<file path="config.mk">
export PLATFORM = sky130hd
export DESIGN_NAME = i2c_master_byte_ctrl
export DESIGN_NICKNAME = d
export VERILOG_FILES = /design/src/rtl/i2c_master_byte_ctrl_pkg.sv /design/src/rtl/i2c_master_byte_ctrl.sv
export SDC_FILE = /design/constraint.sdc
export NUM_CORES = 1
export LEC_CHECK = 0
export BUFFER_PORTS_ARGS = -buffer_cell sky130_fd_sc_hd__buf_2
export CORE_UTILIZATION = 45
export CTS_CLUSTER_DIAMETER = 40
export CTS_CLUSTER_SIZE = 20
export DETAILED_ROUTE_END_ITERATION = 10
export PLACE_DENSITY = 0.71
export RECOVER_POWER = 100
export SYNTH_ARGS = -nofsm -noshare
export SYNTH_HDL_FRONTEND = slang
export SYNTH_SLANG_ARGS = --single-unit
</file>
<file path="constraint.sdc">
create_clock -name clk -period 1.8 [get_ports clk]
set_input_delay 0.09 -clock clk [delete_from_list [all_inputs] [get_ports clk]]
set_output_delay 0.09 -clock clk [all_outputs]
set_load 0.05 [all_outputs]
</file>
<file path="src/rtl/i2c_master_byte_ctrl_pkg.sv">
// Shared definitions for the I2C byte controller: bit-controller command
// encodings and the byte-level sequencer states.
package i2c_master_byte_ctrl_pkg;

  // Bit-controller command encodings (one-hot, NOP = all zero)
  localparam logic [3:0] I2C_CMD_NOP   = 4'b0000;
  localparam logic [3:0] I2C_CMD_START = 4'b0001;
  localparam logic [3:0] I2C_CMD_STOP  = 4'b0010;
  localparam logic [3:0] I2C_CMD_WRITE = 4'b0100;
  localparam logic [3:0] I2C_CMD_READ  = 4'b1000;

  // Byte-controller sequencer states
  typedef enum logic [2:0] {
    ST_IDLE  = 3'd0,
    ST_START = 3'd1,
    ST_WRITE = 3'd2,
    ST_READ  = 3'd3,
    ST_ACK   = 3'd4,
    ST_STOP  = 3'd5
  } byte_state_e;

endpackage

</file>
<file path="src/rtl/i2c_master_byte_ctrl.sv">
// I2C master byte controller: turns one byte-level request (optional START,
// WRITE or READ of 8 bits plus the ack bit, optional STOP) into a series of
// single-bit commands for the bit controller, and returns the received byte
// and acknowledge.
//
// Handshakes:
//   * Request side: start/stop/read/write are held by the requester until
//     cmd_ack. cmd_ack is a one-cycle completion pulse and masks go for that
//     cycle, so a request still asserted then is not restarted.
//   * Bit-controller side: core_cmd is held stable until core_ack pulses;
//     the next command (or NOP) is registered on the core_ack cycle.
module i2c_master_byte_ctrl
  import i2c_master_byte_ctrl_pkg::*;
(
  input  logic       clk,
  input  logic       nReset,
  input  logic       start,
  input  logic       stop,
  input  logic       read,
  input  logic       write,
  input  logic       ack_in,
  input  logic [7:0] din,
  output logic       cmd_ack,
  output logic       ack_out,
  output logic [7:0] dout,
  output logic [3:0] core_cmd,
  output logic       core_txd,
  input  logic       core_ack,
  input  logic       core_rxd
);

  byte_state_e state_q;
  logic [7:0]  sr_q;
  logic [2:0]  cnt_q;
  logic        cmd_ack_q;
  logic        ack_out_q;
  logic [3:0]  core_cmd_q;
  logic        core_txd_q;
  logic        go;

  // A new request starts only when not in the completion-pulse cycle
  assign go = (start | stop | read | write) & ~cmd_ack_q;

  // Byte sequencer: state, shift register, bit counter and all outputs
  always_ff @(posedge clk or negedge nReset) begin
    if (!nReset) begin
      state_q    <= ST_IDLE;
      sr_q       <= 8'h00;
      cnt_q      <= 3'd0;
      cmd_ack_q  <= 1'b0;
      ack_out_q  <= 1'b0;
      core_cmd_q <= I2C_CMD_NOP;
      core_txd_q <= 1'b0;
    end else begin
      cmd_ack_q <= 1'b0;
      unique case (state_q)
        ST_IDLE: begin
          if (go) begin
            sr_q  <= din;
            cnt_q <= 3'd7;
            if (start) begin
              state_q    <= ST_START;
              core_cmd_q <= I2C_CMD_START;
            end else if (read) begin
              state_q    <= ST_READ;
              core_cmd_q <= I2C_CMD_READ;
            end else if (write) begin
              state_q    <= ST_WRITE;
              core_cmd_q <= I2C_CMD_WRITE;
              core_txd_q <= din[7];
            end else begin
              state_q    <= ST_STOP;
              core_cmd_q <= I2C_CMD_STOP;
            end
          end
        end

        ST_START: begin
          if (core_ack) begin
            if (read) begin
              state_q    <= ST_READ;
              core_cmd_q <= I2C_CMD_READ;
            end else if (write) begin
              state_q    <= ST_WRITE;
              core_cmd_q <= I2C_CMD_WRITE;
              core_txd_q <= sr_q[7];
            end else if (stop) begin
              state_q    <= ST_STOP;
              core_cmd_q <= I2C_CMD_STOP;
            end else begin
              state_q    <= ST_IDLE;
              core_cmd_q <= I2C_CMD_NOP;
              cmd_ack_q  <= 1'b1;
            end
          end
        end

        ST_WRITE, ST_READ: begin
          if (core_ack) begin
            // Received bits shift in at the bottom; transmit bits come from the top
            sr_q <= {sr_q[6:0], core_rxd};
            if (cnt_q != 3'd0) begin
              cnt_q      <= cnt_q - 3'd1;
              core_txd_q <= sr_q[6];
            end else begin
              state_q <= ST_ACK;
              if (state_q == ST_WRITE) begin
                // Release the bus and sample the slave's acknowledge
                core_cmd_q <= I2C_CMD_READ;
              end else begin
                // Master drives its own ACK/NACK after a read
                core_cmd_q <= I2C_CMD_WRITE;
                core_txd_q <= ack_in;
              end
            end
          end
        end

        ST_ACK: begin
          if (core_ack) begin
            ack_out_q <= core_rxd;
            if (stop) begin
              state_q    <= ST_STOP;
              core_cmd_q <= I2C_CMD_STOP;
            end else begin
              state_q    <= ST_IDLE;
              core_cmd_q <= I2C_CMD_NOP;
              cmd_ack_q  <= 1'b1;
            end
          end
        end

        ST_STOP: begin
          if (core_ack) begin
            state_q    <= ST_IDLE;
            core_cmd_q <= I2C_CMD_NOP;
            cmd_ack_q  <= 1'b1;
          end
        end

        default: begin
          state_q    <= ST_IDLE;
          core_cmd_q <= I2C_CMD_NOP;
        end
      endcase
    end
  end

  assign cmd_ack  = cmd_ack_q;
  assign ack_out  = ack_out_q;
  assign dout     = sr_q;
  assign core_cmd = core_cmd_q;
  assign core_txd = core_txd_q;

endmodule

</file>
==> reports/metrics.cfg <==
[critical_path]
cp-start-kind=flip-flop
r2r-start=state_q[1]$_DFFE_PN0P_
cp_max_fo=6
startpoint=state_q[1]$_DFFE_PN0P_
crit_arrival_ns=1.92
crit_type=reg -> reg
worstSetupEndpointType=flip-flop
required_ns=2.00

[detailed_routing]
drt-total-wl_um=2910
wl_met3_um=138
via_per_inst=5.68
via_count=1170
dr.first_iter.drc_count=30
top_layer_used=met4
drt-met1-wl_um=1340
drtAntennaViolNets=0
wl_met2_um=1400
firstDrtPassIters=4
avgRoutedWirePerCell_um=14.1
drc=0

[clock_network]
cts_buffers=3
cts_sinks=21
clockRootBuffer=clkbuf_4
clockBufferDepth=2
clk_latency_ns=0.31
cts_tree=done
cts.clk_slew.worst_paths_ns=0.13
clock_tree.htree_level_count=1

[logic_synthesis]
netlist_area_mm2=0.00129
synth_top_family_by_area=simple AND/OR/NAND/NOR gates
synth-main-ff-cell=dfrtp_1
synthesis.nets=155
synth-simple-area-share_pct=22.9
synthAdderAreaFrac_pct=1.93
yosys-top-cells-count=21 x dfrtp_1, 14 x nand2_1, 11 x mux2i_1, 11 x o21ai_0, 10 x nor3_1
synth_edf_count=0
yosys.cell_count.top_type=dfrtp_1
ys_ff_latch=21
synthXorXnorAreaFrac_pct=0.677
synth_top_area_share_pct=40.6
synth-compound-area-share_pct=16.0
synth.area.mux_share_pct=13.7
synth.largest_area_cell=dfrtp_1
seq_area_frac_synth_pct=40.6
synth_area_per_cell_um2=9.51
synthTopCellsByArea=dfrtp_1 41%, mux2i_1 8.5%, o21ai_0 4.3%
syn_inst=136
ys_async_sr_fraction_pct=100
ys_types=38
yosys_warnings=0

[placed_design]
portBuffers=31
dp_hpwl_um=2190
place_congestion=0.833
place_ws_ns=0.0615

[sta]
worst_slack_ns=0.0772
fin_crit_ns=1.72
relSlewSlack_pct=25.3
hold-worst-slack_ns=0.0182
fin_crit_sh_pct=95.7
clock.fmax_mhz=580
finalMaxSlewViolations=0
finalHoldViolCount=0
setup_viol=0
skew_ns=0.00777
setup_tns_ns=0
grt_setup_unrepaired=no
tightest_slew_ns=1.12

[power]
peakVddDrop_v=0.00117
clkPwrFrac_pct=8.0
p_seq_share_pct=28.3
powerDensity_mw_per_mm2=1880
switching_share_pct=52.7
combPwrFrac_pct=63.7
leakage_uw=0.000699
internal_power_uw=1390
power_switching_uw=1550

[global_route]
grt_pass1_vias=1124
grt_use_total_pct=20.6
grt_max_degree=23
grt_overflow=0
grt_pass1_wl_um=5020
antenna_found_initial=0

[final_layout]
n_antenna_cell=0
syn_to_final_growth_pct=21.3
layout.nets=195
drive_above_1_share_pct=24.6

[floorplanning]
rows=19
die-area_mm2=0.00309
initial_core_util_pct=47.3
num_io_pins=32
die_y_um=55.6
die_x_um=55.6
core_mm2=0.00273

[run_status]
status=finished, final reports clean

[job]
max-cap-violations=0

[min_path]
worstHoldStart=core_rxd
min_path_type=in -> reg

## cell families after synthesis
family,after synthesis
mux,16
fa+ha+maj,2
simple gates,53
buf+inv,13
compound gates,30
flops,21
xor+xnor,1
## worst max-delay path: stages (launching register included)
cell,delay (ns)
dfrtp_1,0.46
or4_1,0.55
nor2_2,0.18
a211oi_4,0.08
mux2_1,0.34
## repair_timing
action                                 in CTS  in global routing
setup buffers                               0                  1
setup endpoints to repair                   0                 13
resized for setup                           0                  7
hold buffers                                1                  0
endpoints found under the hold margin      21                  0
## layout by cell type (no fill, tap or decap), types with 2 or more instances in the layout
cell type,n
nand2_1,14
buf_4,5
clkbuf_1,17
o211ai_1,2
mux2i_1,10
inv_1,6
nor2b_1,4
nor3_1,10
a21oi_1,6
o21ai_0,11
mux2_1,3
or4_1,3
buf_2,15
clkbuf_4,3
dfrtp_1,21
nand2b_1,4
mux2_2,2
nor2_1,7
nor4_1,2
clkbuf_2,3
nor2_2,2
## final timing paths
check                                              end  slack, ns  cells past startpoint
worst max-delay path            state_q[0]$_DFFE_PN0P_       0.08                      4
worst min-delay path               ack_out$_DFFE_PN0P_       0.02                      2
worst max register to register  state_q[0]$_DFFE_PN0P_       0.08                      4
worst min register to register    core_txd$_DFFE_PN0P_       0.52                      1
max in group asynchronous          dout[7]$_DFFE_PN0P_       0.64                      2
min in group asynchronous          dout[4]$_DFFE_PN0P_       0.50                      2
## flip-flops by register name, indices dropped and copies added (netlist names)
register  cells
cmd_ack       1
state_q       3
core_txd      1
dout          8
cnt_q         3
ack_out       1
core_cmd      4
## metrics by stage
stage          utilization [%]  area, µm²  cells  power, µW
2_1_floorplan                -       1290    136       2280
3_3_place_gp              56.2       1540    200       2740
3_5_place_dp              56.2       1540    200       2790
4_1_cts                   57.6       1570    205       3030
5_1_grt                   57.4       1570    206       3140
6_report                  57.4       1570    206       2940
## power by group through the flow
| stage | logic, µW | registers [µW] | clock network [µW] |
|---|---|---|---|
| global route | 2020 | 859 | 257 |
| floorplan | 936 | 1340 | 0 |
| detailed placement | 1950 | 842 | 0 |
| CTS | 1950 | 835 | 240 |
| global placement | 1910 | 829 | 0 |
| finish | 1870 | 833 | 236 |
## routing by layer
layer | GRT usage, % | vias to the layer above
met5 | 0 | -
met4 | 7.14 | 0
met3 | 3.02 | 4
met2 | 33.7 | 37
met1 | 27.9 | 556
li1 | - | 573
## cell type report
cell class                      count  area [µm²]
Clock buffer                        3        22.5
Timing Repair Buffer               42         221
Inverter                            6        22.5
Sequential cell                    21         526
Fill cell                         251        1160
Tap cell                           31        38.8
Clock inverter                      1        5.00
Multi-Input combinational cell    102         733
Power figures use the tool's default switching activity.
